--- src/rtl/axi_pkg.sv ---
// Shared AXI response/burst codes, FSM state types and burst context for the SRAM slave.
package axi_pkg;

  localparam int unsigned AXI_ADDR_W = 32;
  localparam int unsigned AXI_DATA_W = 32;
  localparam int unsigned AXI_ID_W   = 4;
  localparam int unsigned AXI_LEN_W  = 8;

  localparam logic [1:0] RESP_OKAY   = 2'b00;
  localparam logic [1:0] RESP_SLVERR = 2'b10;
  localparam logic [1:0] RESP_DECERR = 2'b11;

  localparam logic [1:0] BURST_FIXED = 2'b00;
  localparam logic [1:0] BURST_INCR  = 2'b01;

  typedef enum logic [1:0] {R_IDLE, R_ISSUE, R_DATA} r_state_e;
  typedef enum logic [1:0] {W_IDLE, W_DATA, W_RESP} w_state_e;

  // Latched per-burst context, one copy per direction.
  typedef struct packed {
    logic [AXI_ID_W-1:0]   id;
    logic [AXI_ADDR_W-1:0] addr;
    logic [AXI_LEN_W-1:0]  len;
    logic [AXI_LEN_W-1:0]  cnt;
    logic [2:0]            size;
    logic [1:0]            burst;
    logic [1:0]            resp;
  } burst_t;

  // Response decided once at the address handshake; DECERR outranks SLVERR.
  function automatic logic [1:0] start_resp(input logic hit, input logic [2:0] size,
                                            input logic [1:0] burst);
    logic [1:0] r;
    r = RESP_OKAY;
    if (size > 3'd2 || (burst != BURST_FIXED && burst != BURST_INCR)) r = RESP_SLVERR;
    if (!hit) r = RESP_DECERR;
    return r;
  endfunction

  function automatic logic [1:0] resp_max(input logic [1:0] a, input logic [1:0] b);
    return (a > b) ? a : b;
  endfunction

endpackage

--- src/rtl/axi_addr_gen.sv ---
// Next beat address for FIXED and INCR bursts; WRAP and reserved types advance as INCR.
module axi_addr_gen
  import axi_pkg::*;
(
  input  logic [AXI_ADDR_W-1:0] addr,
  input  logic [2:0]            size,
  input  logic [1:0]            burst,
  output logic [AXI_ADDR_W-1:0] next_addr_c
);

  always_comb begin
    next_addr_c = addr;
    if (burst != BURST_FIXED) next_addr_c = addr + (AXI_ADDR_W'(1) << size);
  end

endmodule

--- src/rtl/axi_sram_slave.sv ---
// AXI3 slave mapping a BASE-relative window onto a single-port SRAM.
// Read and write FSMs run concurrently; write beats own the SRAM port.
module axi_sram_slave
  import axi_pkg::*;
#(
  parameter int unsigned ADDR_W = 14,
  parameter logic [31:0] BASE   = 32'h0000_0000
) (
  input  logic              clk,
  input  logic              resetn,
  input  logic [3:0]        arid,
  input  logic [31:0]       araddr,
  input  logic [7:0]        arlen,
  input  logic [2:0]        arsize,
  input  logic [1:0]        arburst,
  input  logic [1:0]        arlock,
  input  logic [3:0]        arcache,
  input  logic [2:0]        arprot,
  input  logic              arvalid,
  output logic              arready,
  output logic [3:0]        rid,
  output logic [31:0]       rdata,
  output logic [1:0]        rresp,
  output logic              rlast,
  output logic              rvalid,
  input  logic              rready,
  input  logic [3:0]        awid,
  input  logic [31:0]       awaddr,
  input  logic [7:0]        awlen,
  input  logic [2:0]        awsize,
  input  logic [1:0]        awburst,
  input  logic [1:0]        awlock,
  input  logic [3:0]        awcache,
  input  logic [2:0]        awprot,
  input  logic              awvalid,
  output logic              awready,
  input  logic [3:0]        wid,
  input  logic [31:0]       wdata,
  input  logic [3:0]        wstrb,
  input  logic              wlast,
  input  logic              wvalid,
  output logic              wready,
  output logic [3:0]        bid,
  output logic [1:0]        bresp,
  output logic              bvalid,
  input  logic              bready,
  output logic              sram_en,
  output logic [3:0]        sram_we,
  output logic [ADDR_W-1:0] sram_addr,
  output logic [31:0]       sram_wdata,
  input  logic [31:0]       sram_rdata
);

  r_state_e    r_state_q, r_state_d;
  w_state_e    w_state_q, w_state_d;
  burst_t      r_q, w_q;
  logic        r_fresh_q;
  logic [31:0] r_data_q;
  logic [31:0] r_next_c, w_next_c;
  logic        ar_hit_c, aw_hit_c;
  logic        r_last_c, w_last_c, w_beat_c, w_sram_c, r_sram_c;
  logic [1:0]  w_beat_resp_c;
  logic        unused_sideband;

  assign unused_sideband = ^{arlock, arcache, arprot, awlock, awcache, awprot, wid};

  assign ar_hit_c      = ((araddr - BASE) >> (ADDR_W + 2)) == 32'd0;
  assign aw_hit_c      = ((awaddr - BASE) >> (ADDR_W + 2)) == 32'd0;
  assign r_last_c      = r_q.cnt == r_q.len;
  assign w_last_c      = w_q.cnt == w_q.len;
  assign w_beat_c      = (w_state_q == W_DATA) && wvalid;
  assign w_beat_resp_c = (wlast != w_last_c) ? RESP_SLVERR : RESP_OKAY;
  assign w_sram_c      = w_beat_c && (w_q.resp != RESP_DECERR);
  assign r_sram_c      = (r_state_q == R_ISSUE) && !w_beat_c && (r_q.resp != RESP_DECERR);

  axi_addr_gen u_r_addr_gen (.addr(r_q.addr), .size(r_q.size), .burst(r_q.burst), .next_addr_c(r_next_c));
  axi_addr_gen u_w_addr_gen (.addr(w_q.addr), .size(w_q.size), .burst(w_q.burst), .next_addr_c(w_next_c));

  always_ff @(posedge clk or negedge resetn) begin
    if (!resetn) begin
      r_state_q <= R_IDLE;
      w_state_q <= W_IDLE;
    end else begin
      r_state_q <= r_state_d;
      w_state_q <= w_state_d;
    end
  end

  // Read issue holds off while a write beat occupies the SRAM port.
  always_comb begin
    r_state_d = r_state_q;
    unique case (r_state_q)
      R_IDLE:  if (arvalid) r_state_d = R_ISSUE;
      R_ISSUE: if (!w_beat_c) r_state_d = R_DATA;
      R_DATA:  if (rready) r_state_d = r_last_c ? R_IDLE : R_ISSUE;
      default: r_state_d = R_IDLE;
    endcase
  end

  always_comb begin
    w_state_d = w_state_q;
    unique case (w_state_q)
      W_IDLE:  if (awvalid) w_state_d = W_DATA;
      W_DATA:  if (w_beat_c && w_last_c) w_state_d = W_RESP;
      W_RESP:  if (bready) w_state_d = W_IDLE;
      default: w_state_d = W_IDLE;
    endcase
  end

  // Read context; r_data_q keeps the beat once the SRAM output has been sampled.
  always_ff @(posedge clk or negedge resetn) begin
    if (!resetn) begin
      r_q       <= '0;
      r_fresh_q <= 1'b0;
      r_data_q  <= '0;
    end else begin
      r_fresh_q <= (r_state_q == R_ISSUE) && !w_beat_c;
      if (r_fresh_q) r_data_q <= sram_rdata;
      if (r_state_q == R_IDLE && arvalid) begin
        r_q <= '{id: arid, addr: araddr, len: arlen, cnt: 8'd0, size: arsize, burst: arburst,
                 resp: start_resp(ar_hit_c, arsize, arburst)};
      end else if (r_state_q == R_DATA && rready && !r_last_c) begin
        r_q.cnt  <= r_q.cnt + 8'd1;
        r_q.addr <= r_next_c;
      end
    end
  end

  always_ff @(posedge clk or negedge resetn) begin
    if (!resetn) begin
      w_q <= '0;
    end else if (w_state_q == W_IDLE && awvalid) begin
      w_q <= '{id: awid, addr: awaddr, len: awlen, cnt: 8'd0, size: awsize, burst: awburst,
               resp: start_resp(aw_hit_c, awsize, awburst)};
    end else if (w_beat_c) begin
      w_q.resp <= resp_max(w_q.resp, w_beat_resp_c);
      if (!w_last_c) begin
        w_q.cnt  <= w_q.cnt + 8'd1;
        w_q.addr <= w_next_c;
      end
    end
  end

  always_comb begin
    rdata = r_data_q;
    if (r_fresh_q) rdata = sram_rdata;
    if (r_q.resp == RESP_DECERR) rdata = '0;
  end

  assign arready    = r_state_q == R_IDLE;
  assign rvalid     = r_state_q == R_DATA;
  assign rlast      = rvalid && r_last_c;
  assign rid        = r_q.id;
  assign rresp      = r_q.resp;
  assign awready    = w_state_q == W_IDLE;
  assign wready     = w_state_q == W_DATA;
  assign bvalid     = w_state_q == W_RESP;
  assign bid        = w_q.id;
  assign bresp      = w_q.resp;
  assign sram_en    = w_sram_c || r_sram_c;
  assign sram_we    = w_sram_c ? wstrb : 4'b0000;
  assign sram_addr  = w_beat_c ? ADDR_W'((w_q.addr - BASE) >> 2) : ADDR_W'((r_q.addr - BASE) >> 2);
  assign sram_wdata = wdata;

endmodule
--- config.mk ---
export PLATFORM = sky130hd
export DESIGN_NAME = axi_sram_slave
export DESIGN_NICKNAME = d
export VERILOG_FILES = /design/src/rtl/axi_pkg.sv /design/src/rtl/axi_addr_gen.sv /design/src/rtl/axi_sram_slave.sv
export SDC_FILE = /design/constraint.sdc
export NUM_CORES = 1
export LEC_CHECK = 0
export CORE_UTILIZATION = 47
export CTS_CLUSTER_DIAMETER = 60
export CTS_CLUSTER_SIZE = 40
export DETAILED_ROUTE_END_ITERATION = 16
export PLACE_DENSITY = 0.9
export SLEW_MARGIN = 30
export SYNTH_ARGS = -nofsm -noshare
export SYNTH_HDL_FRONTEND = slang
export SYNTH_SLANG_ARGS = --single-unit
--- constraint.sdc ---
create_clock -name clk -period 5.3 [get_ports clk]
set_input_delay 1.06 -clock clk [delete_from_list [all_inputs] [get_ports clk]]
set_output_delay 1.06 -clock clk [all_outputs]
set_load 0.01 [all_outputs]
==> flow_summary.yaml, run 1 <==
critical_path:
  timing_worst_setup_path_type: "input port to output port"
  cp.depth: 5
  crit_start: "wvalid"
  cp_num_buf_inv: 2
  reg2reg_to: "w_q[33]"
  cpMaxStageDelayCell: "a21oi_1"
  critPathMaxStageDelay_ps: 590
  cpMostUsedCell: "clkdlybuf4s50_1"
  crit_arrival_ps: 3300
  path_delay_family: "buffers and inverters"
  crit_fanout: 16
  worstRegToRegCells: 6
  start_kind: "input port"
  r2r_setup_slack_ps: 2060
  crit_end: "sram_en"
  endpoint_kind: "output port"
  crit_chain: "clkdlybuf4s50_1, nand2_1, a21oi_1, o21bai_1, clkdlybuf4s50_1"
  reg2reg_from: "w_state_q[1]"
  cp.required_ps: 4240
layout:
  drive_gt1_frac: 0.08131
  finish.net_count: 1152
  area_growth_pct: 35.06
  fillCellCount: 1160
  final_area_mm2: 0.009538
  diodes: 0
global_routing:
  grt_pass1_wl_um: 30560
  overflow: 0
  grt_max_degree: 57
  grt.total_usage: 0.2462
  grt_pass1_vias: 6165
  antenna_found_initial: 0
yosys:
  yosysTopAreaCell: "dfrtp_1"
  ys_warn_count: 0
  synth_commonest_cells: "nand2_1 (197), dfrtp_1 (123), buf_4 (44), xnor2_1 (42), nor2_1 (40)"
  synth_seq_cells: 123
  synth_top_area_frac: 0.4359
  synth-main-ff-cell: "dfrtp_1"
  ys_types: 56
  ys_seq_area_frac: 0.4359
  syn_nets: 1000
  async_reset_ff_frac: 1.000
  synth_edf_count: 0
  netlist_area_mm2: 0.007062
  synth.most_common_cell: "nand2_1"
  synth.avg_cell_area_um2: 9.019
  netlist_instances: 783
  synth.area.top_cells: "dfrtp_1 (44%), nand2_1 (10%), xnor2_1 (5.2%)"
clock_network:
  clockRootBuffer: "clkbuf_16"
  cts_buffers: 17
  h-tree-depth: 4
  clk_path_buf_depth: 2
  path_clk_slew_ps: 50
  cts_setup_buffers: 0
  cts_tree: "done"
  clk_latency_ps: 420
  numClockSinks: 123
  cts_resized: 0
  cts_hold_buf: 0
place:
  port_buffers: 210
  dpl_cell_area_mm2: 0.008962
  gp_congestion: 0.9317
  hpwl_um: 13110
sta:
  rsz0062_at_grt: "false"
  tightestPinTransition_ps: 906.5
  max_freq_mhz: 229.6
  hold_viol: 0
  setup_viol: 0
  finalMaxSlewViolations: 0
  clock_skew_ps: 11.20
  max-slew-margin-rel: 0.3957
  setup_tns_ps: 0
  finalCritPeriodShare: 0.8218
  finalCriticalPeriod_ps: 4356
routing:
  drc_errors: 0
  drt.antenna.violating_nets: 0
  dr_wl_met3_um: 1265
  drt_iter0_markers: 304
  via_count: 6090
  wl_um: 18350
  drtPass1Iterations: 5
  dr.max_layer_used: "met4"
  route.detailed.wl_per_inst_um: 16.22
  wl_met1_um: 7820
  viasPerCell: 5.385
  met2_length_um: 9105
die:
  fp.dieW_um: 124.6
  die_area_mm2: 0.01552
  die_h_um: 124.6
  core-area_mm2: 0.01459
  start_util: 0.4840
  rows: 44
  io_pins: 297
hold_path:
  min_path_type: "flip-flop to flip-flop"
power_and_ir_drop:
  ir_drop_mv: 0.2587
  power.density_mw_per_mm2: 579.8
  p_switching_w: 0.002059
  seq_power_share: 0.323
  pwr-share-comb: 0.473
  clock_power_share: 0.203
  p_int_w: 0.003471
  p_sw_frac: 0.3723
  power.leakage_nw: 4.102
job:
  drv_cap: 0
run_status:
  outcome: "complete, no violations"
==> placed cells by master (no fill, tap or decap), types with 7 or more instances in the layout <==
cell             count
ha_1                19
o21ai_0             34
mux2i_1             10
clkdlybuf4s50_1    209
buf_4                8
a21boi_0            31
a21oi_1             22
nor4_1              10
nand2_1            197
o211ai_1             7
nand4_1              9
inv_1               11
xnor2_1             42
dfrtp_1            121
xor2_1               9
clkbuf_16           17
nand3_1             13
nor3b_1             11
mux2_2              32
nor3_1              13
nor2_1              40
==> worst min path at each step <==
| stage | from | end | slack, ps | cells after the start |
|---|---|---|---|---|
| 6_report | bid[2] | bid[2] | 470 | 2 |
| 5_1_grt | resetn | r_data_q[20] | 490 | 1 |
| 4_1_cts | resetn | r_data_q[9] | 470 | 1 |
| 3_5_place_dp | bid[2] | bid[2] | 460 | 2 |
| 3_3_place_gp | bid[1] | bid[1] | 460 | 2 |
| 2_1_floorplan | r_q[3] | r_q[3] | 450 | 2 |
==> worst register-to-register path: cells and delay by family (launching register included) <==
family | cells | cell delay (ps)
compound gates | 1 | 580
simple gates | 5 | 2210
flops | 1 | 380
==> power groups by stage <==
stage	clock [W]	sequential [W]	combinational (W)
after floorplan	0	0.00158	0.00178
after global placement	0	0.00177	0.00253
after detailed placement	0	0.00179	0.00260
after CTS	0.00114	0.00178	0.00263
after global routing	0.00120	0.00185	0.00288
final	0.00113	0.00179	0.00262
==> state kept, by name, indices dropped and copies added (netlist names) <==
name       cells
bresp          2
bid            4
r_fresh_q      1
w_q           37
r_data_q      32
r_q           37
r_state_q      2
rid            4
rresp          2
w_state_q      2
==> per-stage QoR <==
stage          total power, W  hold slack (ps)    util  std cells  setup slack, ps
5_1_grt              0.005934            489.0  0.6538       1131            788.6
6_report             0.005530            471.1  0.6538       1131            944.5
3_3_place_gp         0.004298            456.3  0.6142       1100            959.1
2_1_floorplan        0.003365            446.4       -        783             2300
4_1_cts              0.005553            473.2  0.6535       1131            918.5
3_5_place_dp         0.004394            464.9  0.6143       1100            920.2
==> cell families after synthesis <==
family	Yosys count	synth area share
DFF	123	0.4359
xor gates and xnor gates	51	0.06325
adders and majority gates	21	0.03933
and+or+nand+nor	322	0.2018
muxes	42	0.06520
buffers and inverters	95	0.07424
AOI/OAI and AO/OA	129	0.1203
==> routing by layer <==
metal | GRT usage | vias to the layer above
li1 | - | 2915
met1 | 0.3091 | 2932
met2 | 0.4186 | 229
met3 | 0.06787 | 14
met4 | 0.05882 | 0
met5 | 0 | -
==> area by class of cell <==
type                    instances  area [µm²]  area share
clock buffers                  24       481.7     0.05051
clock inverters                 7       90.09    0.009445
inverters                      11       41.29    0.004329
multi-input cells             565        3462      0.3630
flip-flops and latches        123        3080      0.3230
well taps                     184       230.2     0.02414
repair buffers                217        2152      0.2256
(Power assumes the default switching activity.)
==> run 2: changes to the inputs <==
CORE_UTILIZATION = 39   (was 47)
PLACE_DENSITY = 0.8   (was 0.9)
clock period = 3.8 ns   (was 5.3 ns; I/O delays follow)
==> run 2 against run 1 <==
Power up 40%; non-clock buffer count rose by 1; clock skew shrank 3.7 ps; final area increased by 1.0%; cell count rose by 3.8%; flip-flop and latch count unchanged; via count down 1.1%; combinational power increased by 41%; sequential power grew 39%; first-iteration DRC count up 29%; sequential share of layout area shrank 0.34 points; utilization decreased by 10 points.
==> flow_summary.yaml, run 2 (synthesis gave the netlist of run 1 again) <==
clock_network:
  path_clk_slew_ps: 50
  numClockSinks: 123
  cts_hold_buf: 0
  h-tree-depth: 4
  clockRootBuffer: "clkbuf_16"
  cts_resized: 0
  cts_tree: "done"
  clk_path_buf_depth: 2
  cts_buffers: 17
  cts_setup_buffers: 0
  clk_latency_ps: 410
routing:
  drc_errors: 0
  drt_iter0_markers: 393
  viasPerCell: 5.129
  drt.antenna.violating_nets: 0
  drtPass1Iterations: 4
  route.detailed.wl_per_inst_um: 15.47
  via_count: 6022
  wl_um: 18170
die:
  core-area_mm2: 0.01748
  fp.dieW_um: 136.6
  start_util: 0.4041
  die_h_um: 136.6
  die_area_mm2: 0.01865
  io_pins: 297
  rows: 48
sta:
  max_freq_mhz: 307.7
  setup_tns_ps: 0
  clock_skew_ps: 7.526
  finalCritPeriodShare: 0.8553
  timing.hold.ws_ps: 432.0
  setup_viol: 0
  finalCriticalPeriod_ps: 3250
  max-slew-margin-rel: 0.4016
  tightestPinTransition_ps: 874.9
  rsz0062_at_grt: "false"
  hold_viol: 0
  finalMaxSlewViolations: 0
critical_path:
  cp.required_ps: 3040
  crit_fanout: 15
  endpoint_kind: "output port"
  timing_worst_setup_path_type: "input port to output port"
  crit_arrival_ps: 2490
  start_kind: "input port"
layout:
  drive_gt1_frac: 0.08641
  mostFrequentLayoutCell: "clkdlybuf4s50_1"
  area_growth_pct: 36.48
  multiInputGateArea_mm2: 0.003462
  fin_cells: 1174
  most-common-layout-cells: "clkdlybuf4s50_1 (209), nand2_1 (196), dfrtp_1 (121)"
  diodes: 0
  finish.net_count: 1153
  final_area_mm2: 0.009638
  top_regs: "r_q (37), w_q (37), r_data_q (32)"
  seq_area_mm2: 0.003080
  fillCellCount: 1598
global_routing:
  grt.total_usage: 0.2043
  grt_pass1_vias: 5900
  grt_max_degree: 65
  antenna_found_initial: 0
  overflow: 0
  grt_pass1_wl_um: 29310
place:
  hpwl_um: 13100
  placed_cells: 1142
  gp_congestion: 0.8738
  port_buffers: 210
  dpl_cell_area_mm2: 0.009049
run_status:
  outcome: "complete, no violations"
power_and_ir_drop:
  ir_drop_mv: 0.4173
  power.density_mw_per_mm2: 805.6
  power.leakage_nw: 4.126
job:
  drv_cap: 0
hold_path:
  min_path_type: "input port to asynchronous set/reset pin"
run 2: cell types whose count changed in the layout (fill, tap and decap cells not counted):
cell,before,now
clkbuf_1,4,0
and2_2,2,0
buf_12,0,2
nand2_2,0,1
clkinvlp_4,2,3
nand2_1,197,196
clkinv_4,0,1
clkinv_2,3,6
and2_1,6,8
buf_4,8,7
run 2: worst paths after layout:
kind                       cells past startpoint   start            to  slack (ps)
setup reg to reg                               8  w_q[4]       w_q[33]        1010
min in group clk                               2  bid[0]        bid[0]         470
hold reg to reg                                2  bid[0]        bid[0]         470
max in group asynchronous                      2  resetn  r_data_q[20]        2530
hold / removal                                 1  resetn  r_data_q[16]         430
setup / recovery                               6  wvalid       sram_en         550
run 2: per-stage QoR:
| step | util | total power [W] | setup slack [ps] |
|---|---|---|---|
| final | 0.5515 | 0.007764 | 549.9 |
| after global routing | 0.5515 | 0.008347 | 378.0 |
| after CTS | 0.5514 | 0.007825 | 485.7 |
| after detailed placement | 0.5178 | 0.006183 | 498.7 |
| after global placement | 0.5175 | 0.006056 | 544.9 |
| after floorplan | - | 0.004693 | 1269 |
run 2: area by class of cell:
cell class	instances	area share
inverters	11	0.004284
clock buffers	20	0.04842
flip-flops and latches	123	0.3196
clock inverters	12	0.01259
well taps	225	0.02921
multi-input cells	565	0.3592
repair buffers	218	0.2267
run 2: power breakdown:
group	internal [W]	switching [W]
clock	0.00101	0.000590
sequential	0.00190	0.000580
combinational	0.00195	0.00173
run 2: routing by layer:
layer	vias up	track usage	routed length [µm]
li1	2913	-	-
met1	2890	0.2696	8086
met3	27	0.05296	1202
met5	-	0	0
met2	192	0.3268	8569
met4	0	0.06358	306
run 2: worst max-delay path, cell delays in order:
cell and delay, ps:
clkdlybuf4s50_1 450, nand2_1 140, buf_4 240, nand3b_1 180
o21bai_1 160, clkdlybuf4s50_1 570
